`config.mk`:
```
export PLATFORM = sky130hd
export DESIGN_NAME = wb_port_arbiter
export DESIGN_NICKNAME = d
export VERILOG_FILES = /design/src/rtl/wb_port_arbiter.sv
export SDC_FILE = /design/constraint.sdc
export NUM_CORES = 1
export LEC_CHECK = 0
export BUFFER_PORTS_ARGS = -buffer_cell sky130_fd_sc_hd__buf_2
export CAP_MARGIN = 20
export CORE_ASPECT_RATIO = 0.6
export CORE_MARGIN = 8
export CORE_UTILIZATION = 39
export DETAILED_ROUTE_END_ITERATION = 10
export GPL_TIMING_DRIVEN = 0
export PLACE_DENSITY = 0.7
export SLEW_MARGIN = 20
export SYNTH_ARGS = -nofsm -noshare
export SYNTH_HDL_FRONTEND = slang
export SYNTH_SLANG_ARGS = --single-unit
```
`constraint.sdc`:
```
create_clock -name clk -period 2.45 [get_ports clk]
set_input_delay 0.3675 -clock clk [delete_from_list [all_inputs] [get_ports clk]]
set_output_delay 0.3675 -clock clk [all_outputs]
set_load 0.005 [all_outputs]
```
`src/rtl/wb_port_arbiter.sv`:
```
// Register-file write-port arbiter: the pipeline writeback stream has priority, and
// MUL/DIV results wait in a small FIFO to fill idle slots, with WAW kill and starvation hold.
module wb_port_arbiter #(
    parameter int DATA_WIDTH = 32,
    parameter int DEPTH      = 2,
    parameter int STARVE_MAX = 4
) (
    input  logic                  clk,
    input  logic                  rst,
    input  logic                  pipe_we,
    input  logic [4:0]            pipe_rd,
    input  logic [DATA_WIDTH-1:0] pipe_data,
    input  logic                  md_valid,
    input  logic [4:0]            md_rd,
    input  logic [DATA_WIDTH-1:0] md_data,
    output logic                  md_ready,
    input  logic [4:0]            rs1,
    input  logic [4:0]            rs2,
    output logic                  raw_stall,
    output logic                  hold_req,
    output logic                  rf_we,
    output logic [4:0]            rf_waddr,
    output logic [DATA_WIDTH-1:0] rf_wdata
);

    localparam int PTR_W = $clog2(DEPTH);
    localparam int CNT_W = PTR_W + 1;
    localparam int SC_W  = $clog2(STARVE_MAX + 1);

    localparam logic [CNT_W-1:0] FULL_CNT = CNT_W'(DEPTH);
    localparam logic [SC_W-1:0]  STARVE_SAT = SC_W'(STARVE_MAX);

    logic                  live_q [DEPTH];
    logic                  live_d [DEPTH];
    logic [4:0]            rd_q   [DEPTH];
    logic [4:0]            rd_d   [DEPTH];
    logic [DATA_WIDTH-1:0] data_q [DEPTH];
    logic [DATA_WIDTH-1:0] data_d [DEPTH];

    logic [PTR_W-1:0]      wr_ptr_q, wr_ptr_d;
    logic [PTR_W-1:0]      rd_ptr_q, rd_ptr_d;
    logic [CNT_W-1:0]      count_q,  count_d;
    logic [SC_W-1:0]       starve_q, starve_d;
    logic                  hold_q,   hold_d;
    logic                  rf_we_q,  rf_we_d;
    logic [4:0]            rf_waddr_q, rf_waddr_d;
    logic [DATA_WIDTH-1:0] rf_wdata_q, rf_wdata_d;

    logic                  fifo_empty;
    logic                  push;
    logic                  pop;
    logic                  raw_hit;

    assign fifo_empty = (count_q == '0);
    assign md_ready   = (count_q != FULL_CNT);
    // Pop decision uses the registered count, so a fresh push always sits one cycle.
    assign push       = md_valid && md_ready;
    assign pop        = !pipe_we && !fifo_empty;

    always_comb begin
        raw_hit = 1'b0;
        for (int i = 0; i < DEPTH; i++) begin
            if (live_q[i] && (rd_q[i] != 5'd0) && ((rd_q[i] == rs1) || (rd_q[i] == rs2))) begin
                raw_hit = 1'b1;
            end
        end
    end

    assign raw_stall = raw_hit;
    assign hold_req  = hold_q;
    assign rf_we     = rf_we_q;
    assign rf_waddr  = rf_waddr_q;
    assign rf_wdata  = rf_wdata_q;

    always_comb begin
        live_d   = live_q;
        rd_d     = rd_q;
        data_d   = data_q;
        wr_ptr_d = wr_ptr_q;
        rd_ptr_d = rd_ptr_q;
        count_d  = count_q;

        // Kill older buffered results overwritten by the in-order pipeline.
        if (pipe_we && (pipe_rd != 5'd0)) begin
            for (int i = 0; i < DEPTH; i++) begin
                if (rd_q[i] == pipe_rd) begin
                    live_d[i] = 1'b0;
                end
            end
        end

        if (pop) begin
            live_d[rd_ptr_q] = 1'b0;
            rd_ptr_d         = rd_ptr_q + PTR_W'(1);
        end

        // Applied after the kill so a same-cycle push to pipe_rd survives as the younger value.
        if (push) begin
            live_d[wr_ptr_q] = (md_rd != 5'd0);
            rd_d[wr_ptr_q]   = md_rd;
            data_d[wr_ptr_q] = md_data;
            wr_ptr_d         = wr_ptr_q + PTR_W'(1);
        end

        case ({push, pop})
            2'b10:   count_d = count_q + CNT_W'(1);
            2'b01:   count_d = count_q - CNT_W'(1);
            default: count_d = count_q;
        endcase
    end

    always_comb begin
        rf_we_d    = 1'b0;
        rf_waddr_d = rf_waddr_q;
        rf_wdata_d = rf_wdata_q;
        if (pipe_we) begin
            rf_we_d    = (pipe_rd != 5'd0);
            rf_waddr_d = pipe_rd;
            rf_wdata_d = pipe_data;
        end else if (pop) begin
            rf_we_d    = live_q[rd_ptr_q] && (rd_q[rd_ptr_q] != 5'd0);
            rf_waddr_d = rd_q[rd_ptr_q];
            rf_wdata_d = data_q[rd_ptr_q];
        end
    end

    always_comb begin
        starve_d = starve_q;
        if (fifo_empty || pop) begin
            starve_d = '0;
        end else if (pipe_we && (starve_q != STARVE_SAT)) begin
            starve_d = starve_q + SC_W'(1);
        end
        hold_d = (starve_d >= STARVE_SAT);
    end

    always_ff @(posedge clk) begin
        if (!rst) begin
            wr_ptr_q   <= '0;
            rd_ptr_q   <= '0;
            count_q    <= '0;
            starve_q   <= '0;
            hold_q     <= 1'b0;
            rf_we_q    <= 1'b0;
            rf_waddr_q <= '0;
            rf_wdata_q <= '0;
            for (int i = 0; i < DEPTH; i++) begin
                live_q[i] <= 1'b0;
            end
        end else begin
            wr_ptr_q   <= wr_ptr_d;
            rd_ptr_q   <= rd_ptr_d;
            count_q    <= count_d;
            starve_q   <= starve_d;
            hold_q     <= hold_d;
            rf_we_q    <= rf_we_d;
            rf_waddr_q <= rf_waddr_d;
            rf_wdata_q <= rf_wdata_d;
            for (int i = 0; i < DEPTH; i++) begin
                live_q[i] <= live_d[i];
            end
        end
    end

    // Payload storage carries no reset; liveness alone decides whether an entry matters.
    always_ff @(posedge clk) begin
        for (int i = 0; i < DEPTH; i++) begin
            rd_q[i]   <= rd_d[i];
            data_q[i] <= data_d[i];
        end
    end

endmodule
```
==> results.md, run 1 <==
* Final setup margin at 0.188 ns
* DRT iter0 DRCs at 193
* H-Tree Depth at 4
* # diodes at 0
* Post-Syn Area at 5260 um^2
* Die width at 166 um
* Worst EP arrival at 1.89 ns
* Final Hold Fails at 0
* Cell Area, Placed at 6190 um^2
* Internal at 5.25 mW
* Total grt overflow at 0
* Post-CTS Resized at 0
* Clock buffer depth at 2
* Post-Syn Area per Cell at 12.2 um^2
* Fin util at 0.508
* RSZ-0062 raised after global routing: no
* Seq/Total Area, Yosys at 0.601
* Initial Util at 0.392
* Die area at 17600 um^2
* Psw at 2.31 mW
* Core area at 13400 um^2
* Reg2reg setup slack at 0.59 ns
* Synth Flop Type: edfxtp_1
* Post-cts hold buffer count at 0
* Worst vdd ir at 0.579 mV
* Switching Share at 0.305
* Routed len/inst at 18.0 um
* Final Setup Violations at 0
* Highest Clock Rate at 442 MHz
* Crit path capture: raw_stall
* TritonCTS buffer count at 17
* Gate Count Post-Synth at 431
* Seq pwr share at 0.366
* Post-layout instance area at 6810 um^2
* CTS tree: done
* Antenna violations before repair at 0
* DR vias at 3858
* Nets@finish at 670
* Status: completed
* Drt total wl at 13.8 mm
* Hpwl dp at 10.1 mm
* Post-Place Setup Slack at 0.566 ns
* Vias in the first global route at 4147
* Post-route clock period utilization at 0.923
* Hold Crit Depth at 1
* Combinational share of power at 0.285
* Multi-input gate area at 1940 um^2
* Routed vias/inst at 5.04
* GRT Util Overall at 0.161
* Total power after layout at 7.55 mW
* Routability cong. at 0.838
* Hold Path Class: in2reg
* Die Ht at 106 um
* Lkg Pwr at 2.74 nW
* Clock-pin slew on the worst setup and hold paths at 0.06 ns
* I/O pin count at 129
* Max-slew violation count at 0
* Syn nets at 522
* Clock skew at 0.0120 ns
* Area growth, synth to finish at 29.5%
* Hold slack at 0.145 ns
* Reg2reg start: count_q[0]
* CP Max Fanout at 5
* Clock group share of total power at 0.348
* CTS sink count at 121
* Worst Path Required at 2.08 ns
* PortBufs at 126
* Critical R2R Capture: data_q[38]
* Slew Limit Headroom at 0.622
* Root Buffer: clkbuf_16
* Register bit count reported by yosys at 121
* First-pass GRT wire length at 22.1 mm
* Setup Fix Bufs, Post-CTS at 0
* DRC viols at 0
* Asr flop ratio synth at 0
* Largest net degree at the start of global routing at 21
* Tmin final at 2.26 ns
* Kind of critical path: reg2out
* Antenna viol nets, final at 0
* Storage cell area at 3160 um^2
* CP startpoint kind: register
* Power per cell area at 1110 nW/um^2
* Yosys warns at 0
* Detailed Routing Iterations Pass 1 at 5
* CP endpoint kind: output port
* Synth unique cells at 35
* CP startpoint: rd_q[5]
* Row cnt at 33
* MaxCap Viol Count at 0
* Number of synthesized flops with an enable pin at 74
* Worst Tran Pin Value at 0.567 ns
* Fillers at 1170
* Worst skew pair latency at 0.41 ns
* Share of post-route cells with drive strength above 1 at 0.306
* Worst Reg2Reg Path Length in Cells at 5
flip-flops by register name (all words and copies together), names as in the netlist:
register and flops:
count_q 2, data_q 64, live_q 2, rd_ptr_q 1
rd_q 10, rf_waddr 5, rf_wdata 32, rf_we 1
starve_q 3, wr_ptr_q 1
cells in the mapped netlist, types with 3 or more instances:
| cell | instances | share of area |
|---|---|---|
| nand3_1 | 5 | 0.0048 |
| ha_1 | 3 | 0.0071 |
| clkbuf_1 | 12 | 0.0086 |
| xor2_1 | 25 | 0.042 |
| nor2_1 | 47 | 0.034 |
| o21ai_0 | 4 | 0.0038 |
| nand2_1 | 41 | 0.029 |
| a21boi_1 | 37 | 0.053 |
| inv_1 | 3 | 0.0021 |
| edfxtp_1 | 74 | 0.42 |
| and2_1 | 3 | 0.0036 |
| buf_6 | 5 | 0.011 |
| mux2i_1 | 39 | 0.074 |
| a211o_1 | 37 | 0.062 |
| or4_1 | 4 | 0.0057 |
| nor3_1 | 5 | 0.0048 |
| buf_2 | 10 | 0.0095 |
| xnor2_1 | 10 | 0.017 |
| dfxtp_1 | 47 | 0.18 |
final cells by class:
type / count / share of cell area
plain buffers: 28 / 0.0233
clock buffers: 17 / 0.0624
clock inverters: 14 / 0.0290
inverters: 3 / 0.00165
multi-input cells: 279 / 0.284
flip-flops and latches: 121 / 0.464
well taps: 175 / 0.0321
repair buffers: 129 / 0.103
per-stage QoR:
stage | cells | setup TNS (ns)
3_3_place_gp | 732 | -13.25
6_report | 766 | 0
4_1_cts | 766 | 0
5_1_grt | 766 | 0
2_1_floorplan | 431 | 0
3_5_place_dp | 735 | 0
worst min-delay path by stage:
stage	start	to	slack (ns)
after floorplan	live_q[0]	live_q[0]	0.46
after global placement	starve_q[1]	starve_q[1]	0.49
after detailed placement	live_q[0]	live_q[0]	0.52
after CTS	md_data[9]	data_q[41]	0.13
after global routing	md_data[0]	data_q[32]	0.13
final	md_data[9]	data_q[41]	0.15
power by group through the flow:
stage / sequential [mW] / combinational, mW / clock (mW)
floorplan: 2.78 / 1.45 / 0
global placement: 2.80 / 2.07 / 0
detailed placement: 2.81 / 2.18 / 0
CTS: 2.77 / 2.20 / 2.68
global route: 2.81 / 2.43 / 2.77
finish: 2.77 / 2.16 / 2.63
per-layer routing:
metal	vias up	share of wire	GRT usage
li1	1867	-	-
met1	1847	0.49	0.211
met2	133	0.44	0.251
met3	11	0.073	0.0540
met4	0	0.0055	0.0439
met5	-	0	0
critical path, stage by stage (launching register included):
cell and delay, ns:
edfxtp_1 0.50, or4_1 0.56, o21ai_0 0.19, o22ai_1 0.10, buf_2 0.13
cell families (layout without fill, tap and decap cells):
kind of cell               after synthesis  count (layout)  synth area share
DFF                                    121             121             0.601
adders and majority gates                3               3           0.00713
buffers and inverters                   31             191            0.0323
muxes                                   39              39            0.0742
xor gates and xnor gates                35              35            0.0582
AOI/OAI and AO/OA                       89              89             0.136
and+or+nand+nor                        113             113            0.0913
cell usage in the layout, fill, tap and decap left out, types with 12 or more instances in the layout:
cell / Yosys / final
clkbuf_16: 0 / 17
mux2i_1: 39 / 39
xor2_1: 25 / 25
a211o_1: 37 / 37
clkbuf_1: 12 / 12
nand2_1: 41 / 41
buf_2: 10 / 136
edfxtp_1: 74 / 74
nor2_1: 47 / 46
dfxtp_1: 47 / 47
a21boi_1: 37 / 37
Note: power is estimated with default switching activity, not from simulation.
==> run 2, diff against run 1 <==
--- a/config.mk
+++ b/config.mk
@@ -9,10 +9,10 @@
 export CAP_MARGIN = 20
 export CORE_ASPECT_RATIO = 0.6
 export CORE_MARGIN = 8
-export CORE_UTILIZATION = 39
+export CORE_UTILIZATION = 48
 export DETAILED_ROUTE_END_ITERATION = 10
 export GPL_TIMING_DRIVEN = 0
-export PLACE_DENSITY = 0.7
+export PLACE_DENSITY = 0.82
 export SLEW_MARGIN = 20
 export SYNTH_ARGS = -nofsm -noshare
 export SYNTH_HDL_FRONTEND = slang
==> results.md, run 2 (synthesized netlist as in run 1, its figures left out) <==
* Status: completed (unchanged)
* TritonCTS buffer count at 17 (unchanged)
* Slew Limit Headroom at 0.500 (was 0.622)
* Internal at 5.23 mW (was 5.25 mW)
* Seq pwr share at 0.371 (was 0.366)
* Final Setup Violations at 0 (unchanged)
* Die width at 151 um (was 166 um)
* # diodes at 0 (unchanged)
* MaxCap Viol Count at 0 (unchanged)
* Worst Path Required at 2.08 ns (about the same)
* CP startpoint kind: register (unchanged)
* GRT met1 Usage at 0.247 (was 0.211)
* RSZ-0062 raised after global routing: no (unchanged)
* Hpwl dp at 9.87 mm (was 10.1 mm)
* Post-CTS Resized at 0 (unchanged)
* Die Ht at 97.1 um (was 106 um)
* Clock group share of total power at 0.343 (was 0.348)
* Clock buffer depth at 2 (unchanged)
* H-Tree Depth at 4 (unchanged)
* Clock skew at 0.00736 ns (was 0.0120 ns)
* Routed vias/inst at 5.33 (was 5.04)
* Largest net degree at the start of global routing at 23 (was 21)
* Worst skew pair latency at 0.41 ns (about the same)
* Setup Fix Bufs, Post-CTS at 0 (unchanged)
* Drt total wl at 13.4 mm (was 13.8 mm)
* Highest Clock Rate at 434 MHz (was 442 MHz)
* Combinational share of power at 0.286 (was 0.285)
* Post-Place Setup Slack at 0.486 ns (was 0.566 ns)
* Root Buffer: clkbuf_16 (unchanged)
* Kind of critical path: reg2out (unchanged)
* DRT iter0 DRCs at 236 (was 193)
* Antenna violations before repair at 0 (unchanged)
* Routability cong. at 0.827 (was 0.838)
* Hold Crit Depth at 1 (unchanged)
* Worst EP arrival at 1.94 ns (was 1.89 ns)
* GRT Util Overall at 0.187 (was 0.161)
* Nets@finish at 669 (was 670)
* Met2 Use GR at 0.282 (was 0.251)
* Most Used Layer, Global Route: met2 (unchanged)
* Lkg Pwr at 2.75 nW (was 2.74 nW)
* Share of post-route cells with drive strength above 1 at 0.303 (was 0.306)
* Core area at 10600 um^2 (was 13400 um^2)
* First-pass GRT wire length at 21.1 mm (was 22.1 mm)
* Antenna viol nets, final at 0 (unchanged)
* CP endpoint kind: output port (unchanged)
* Post-cts hold buffer count at 0 (unchanged)
* Grt met3 use at 0.0707 (was 0.0540)
* Commonest cells after routing, fill and taps aside: buf_2, edfxtp_1, dfxtp_1 (unchanged)
* Worst Tran Pin Value at 0.748 ns (was 0.567 ns)
* CTS tree: done (unchanged)
* Hold slack at 0.147 ns (was 0.145 ns)
* Initial Util at 0.495 (was 0.392)
* Die area at 14700 um^2 (was 17600 um^2)
* Tmin final at 2.31 ns (was 2.26 ns)
* Psw at 2.25 mW (was 2.31 mW)
* Final setup margin at 0.145 ns (was 0.188 ns)
* Largest register FFs at 64 (unchanged)
* DR vias at 3893 (was 3858)
* Area growth, synth to finish at 28.1% (was 29.5%)
* Worst Reg2Reg Path Length in Cells at 4 (was 5)
* PortBufs at 126 (unchanged)
* DRC viols at 0 (unchanged)
* Max-slew violation count at 0 (unchanged)
* Post-route clock period utilization at 0.941 (was 0.923)
* CP Max Fanout at 5 (unchanged)
* Most flops, register: data_q (unchanged)
* Clock-pin slew on the worst setup and hold paths at 0.05 ns (was 0.06 ns)
* Routed len/inst at 18.4 um (was 18.0 um)
* Row cnt at 29 (was 33)
* Hold Path Class: in2reg (unchanged)
* Worst vdd ir at 0.745 mV (was 0.579 mV)
* Power per cell area at 1110 nW/um^2 (about the same)
* Detailed Routing Iterations Pass 1 at 5 (unchanged)
* Total grt overflow at 0 (unchanged)
* Vias in the first global route at 4153 (was 4147)
* I/O pin count at 129 (unchanged)
* Commonest non-fill, non-tap cell in the layout: buf_2 (unchanged)
* CTS sink count at 121 (unchanged)
* Switching Share at 0.301 (was 0.305)
* Final Hold Fails at 0 (unchanged)
run 2: cell types whose count changed in the layout (fill, tap and decap cells not counted), sizes merged:
cell / change
clkinv: +6
clkbuf: +2
inv: -2
clkinvlp: -5
buf: -1
run 2: layout make-up:
cell class                      count  area [um^2]
Clock buffer                       19          433
Buffer                             28          159
Timing Repair Buffer              128          686
Inverter                            3         11.3
Clock inverter                     13          176
Multi-Input combinational cell    279         1940
Tap cell                          139          174
Fill cell                         847         3890
Sequential cell                   121         3160
run 2: through the flow:
step / area, um^2 / setup TNS (ns) / power [mW] / cells / utilization
floorplan: 5270 / 0 / 4.23 / 431 / -
global placement: 6070 / -11.95 / 4.82 / 696 / 0.571
detailed placement: 6130 / 0 / 4.95 / 698 / 0.577
CTS: 6740 / 0 / 7.54 / 730 / 0.634
global route: 6740 / 0 / 7.88 / 730 / 0.634
finish: 6740 / 0 / 7.48 / 730 / 0.634
run 2: power groups by stage:
stage | Combinational [mW] | Clock [mW] | Sequential, mW
4_1_cts | 2.16 | 2.61 | 2.77
6_report | 2.14 | 2.57 | 2.77
3_5_place_dp | 2.14 | 0 | 2.81
3_3_place_gp | 2.03 | 0 | 2.79
5_1_grt | 2.36 | 2.71 | 2.80
2_1_floorplan | 1.45 | 0 | 2.78
run 2: worst max-delay path: stages, from the launching register on:
cell      delay, ns
edfxtp_1       0.51
or4_1          0.59
o21ai_0        0.20
o22ai_1        0.10
buf_2          0.14
run 2: worst paths after layout:
check | startpoint | endpoint | slack (ns)
worst max-delay path | rd_q[1] | raw_stall | 0.14
worst min-delay path | md_data[30] | data_q[30] | 0.15
worst max register to register | count_q[0] | data_q[51] | 0.51
worst min register to register | starve_q[1] | starve_q[1] | 0.52
run 2: metal layers:
metal	wire length (um)	vias to the layer above
li1	-	1863
met1	5980	1857
met2	5950	161
met3	1410	12
met4	93	0
met5	0	-
==> run 3, diff against run 2 <==
--- a/config.mk
+++ b/config.mk
@@ -9,10 +9,10 @@
 export CAP_MARGIN = 20
 export CORE_ASPECT_RATIO = 0.6
 export CORE_MARGIN = 8
-export CORE_UTILIZATION = 48
+export CORE_UTILIZATION = 53
 export DETAILED_ROUTE_END_ITERATION = 10
 export GPL_TIMING_DRIVEN = 0
-export PLACE_DENSITY = 0.82
+export PLACE_DENSITY = 0.85
 export SLEW_MARGIN = 20
 export SYNTH_ARGS = -nofsm -noshare
 export SYNTH_HDL_FRONTEND = slang
==> constraint.sdc (replaced) <==
create_clock -name clk -period 2.28 [get_ports clk]
set_input_delay 0.342 -clock clk [delete_from_list [all_inputs] [get_ports clk]]
set_output_delay 0.342 -clock clk [all_outputs]
set_load 0.005 [all_outputs]
==> results.md, run 3 (synthesized netlist as in run 1, its figures left out) <==
* Final setup margin at 0.0781 ns (was 0.145 ns)
* CTS sink count at 121 (unchanged)
* Die width at 145 um (was 151 um)
* Final Hold Fails at 0 (unchanged)
* Clock skew at 0.00663 ns (was 0.00736 ns)
* TritonCTS buffer count at 17 (unchanged)
* DRC viols at 0 (unchanged)
* GRT Util Overall at 0.203 (was 0.187)
* Antenna viol nets, final at 0 (unchanged)
* I/O pin count at 129 (unchanged)
* Fillers at 754 (was 847)
* Worst Tran Pin Value at 0.558 ns (was 0.748 ns)
* CP max stage delay at 0.57 ns (was 0.59 ns)
* Root Buffer: clkbuf_16 (unchanged)
* Die Ht at 93.2 um (was 97.1 um)
* Share of post-route cells with drive strength above 1 at 0.300 (was 0.303)
* Initial Util at 0.538 (was 0.495)
* Lkg Pwr at 2.75 nW (about the same)
* Core area at 9770 um^2 (was 10600 um^2)
* Fin util at 0.689 (was 0.634)
* Final Setup Violations at 0 (unchanged)
* Critical path cell sequence: or4_1, o21ai_0, o22ai_1, buf_2 (unchanged)
* Worst Path Required at 1.94 ns (was 2.08 ns)
* Worst EP arrival at 1.86 ns (was 1.94 ns)
* Most flops, register: data_q (unchanged)
* Row cnt at 28 (was 29)
* Nets@finish at 672 (was 669)
* Post-layout instance area at 6740 um^2 (about the same)
* Routed vias/inst at 5.46 (was 5.33)
* Area growth, synth to finish at 28.0% (was 28.1%)
* Most Used Layer, Global Route: met2 (unchanged)
* Delay-heaviest family, CP: simple AND/OR/NAND/NOR gates (unchanged)
* Worst vdd ir at 0.634 mV (was 0.745 mV)
* Tmin final at 2.20 ns
* Status: completed (unchanged)
* MaxCap Viol Count at 0 (unchanged)
* DRT iter0 DRCs at 229 (was 236)
* Vias in the first global route at 4234 (was 4153)
* Worst skew pair latency at 0.40 ns (was 0.41 ns)
* Post-cts hold buffer count at 0 (unchanged)
* Met2 Use GR at 0.312 (was 0.282)
* Post-route clock period utilization at 0.966
* DR vias at 3980 (was 3893)
* H-Tree Depth at 4 (unchanged)
* CTS tree: done (unchanged)
* PortBufs at 126 (unchanged)
* CP startpoint kind: register (unchanged)
* Detailed Routing Iterations Pass 1 at 5 (unchanged)
* Drt total wl at 13.4 mm (about the same)
* Power per cell area at 1190 nW/um^2 (was 1110 nW/um^2)
* Routability cong. at 0.885 (was 0.827)
* Clock buffer depth at 2 (unchanged)
* Setup Fix Bufs, Post-CTS at 0 (unchanged)
* Die area at 13500 um^2 (was 14700 um^2)
* RSZ-0062 raised after global routing: no (unchanged)
* # diodes at 0 (unchanged)
* Non-Filler Instances at 729 (was 730)
* Hold slack at 0.127 ns (was 0.147 ns)
* Cell Area, Placed at 6110 um^2 (was 6130 um^2)
* Max-slew violation count at 0 (unchanged)
* Sum of negative setup slack at 0 ns (unchanged)
* GRT met1 Usage at 0.267 (was 0.247)
* Critical path buffer and inverter count at 1 (unchanged)
* First-pass GRT wire length at 20.8 mm (was 21.1 mm)
* Largest register FFs at 64 (unchanged)
* CP Max Fanout at 5 (unchanged)
* Inst Count DP at 694 (was 698)
* Highest Clock Rate at 454 MHz
* Clock-pin slew on the worst setup and hold paths at 0.05 ns (about the same)
* Commonest non-fill, non-tap cell in the layout: buf_2 (unchanged)
* Slew Limit Headroom at 0.628 (was 0.500)
* Commonest cells after routing, fill and taps aside: buf_2, edfxtp_1, dfxtp_1 (unchanged)
* Hpwl dp at 9.55 mm (was 9.87 mm)
* Routed len/inst at 18.3 um (was 18.4 um)
* Total grt overflow at 0 (unchanged)
* CP endpoint kind: output port (unchanged)
* Kind of critical path: reg2out (unchanged)
* Hold Path Class: in2reg (unchanged)
* Post-CTS Resized at 0 (unchanged)
* Total power after layout at 8.03 mW (was 7.48 mW)
* Max stage delay cell, worst path: or4_1 (unchanged)
* Largest net degree at the start of global routing at 29 (was 23)
* Antenna violations before repair at 0 (unchanged)
* Grt met3 use at 0.0605 (was 0.0707)
* Post-Place Setup Slack at 0.462 ns (was 0.486 ns)
## run 3: path summary, 6_finish.rpt
| path | start | end | slack [ns] | cells past startpoint |
|---|---|---|---|---|
| worst max-delay path | rd_q[1] | raw_stall | 0.08 | 4 |
| worst min-delay path | md_data[0] | data_q[32] | 0.13 | 1 |
| worst max register to register | count_q[0] | data_q[58] | 0.46 | 4 |
| worst min register to register | live_q[0] | live_q[0] | 0.50 | 2 |
## run 3: worst register-to-register path, stage by stage (launching register included)
cell and delay (ns):
dfxtp_1 0.41, nand2b_1 0.19, nand2_1 0.17, nor2_4 0.47
buf_12 0.27
## run 3: per-layer routing
metal  share of wire  vias up
li1                -     1866
met1            0.45     1927
met2            0.45      177
met3           0.086       10
met4          0.0080        0
met5               0        -
## run 3: area by class of cell
| cell class | instances | area, um^2 | area share |
|---|---|---|---|
| buffer | 28 | 159 | 0.0236 |
| clock buffer | 23 | 458 | 0.0680 |
| clock inverter | 9 | 146 | 0.0217 |
| inverter | 3 | 11.3 | 0.00167 |
| multi-input combinational | 279 | 1940 | 0.288 |
| sequential | 121 | 3160 | 0.470 |
| tap | 135 | 169 | 0.0251 |
| timing repair buffer | 131 | 693 | 0.103 |
## run 3: where the power goes
| group | internal, mW | leakage (nW) | switching, mW |
|---|---|---|---|
| clock network | 1.85 | 0.293 | 0.881 |
| registers | 2.77 | 1.08 | 0.210 |
| logic | 1.03 | 1.38 | 1.29 |
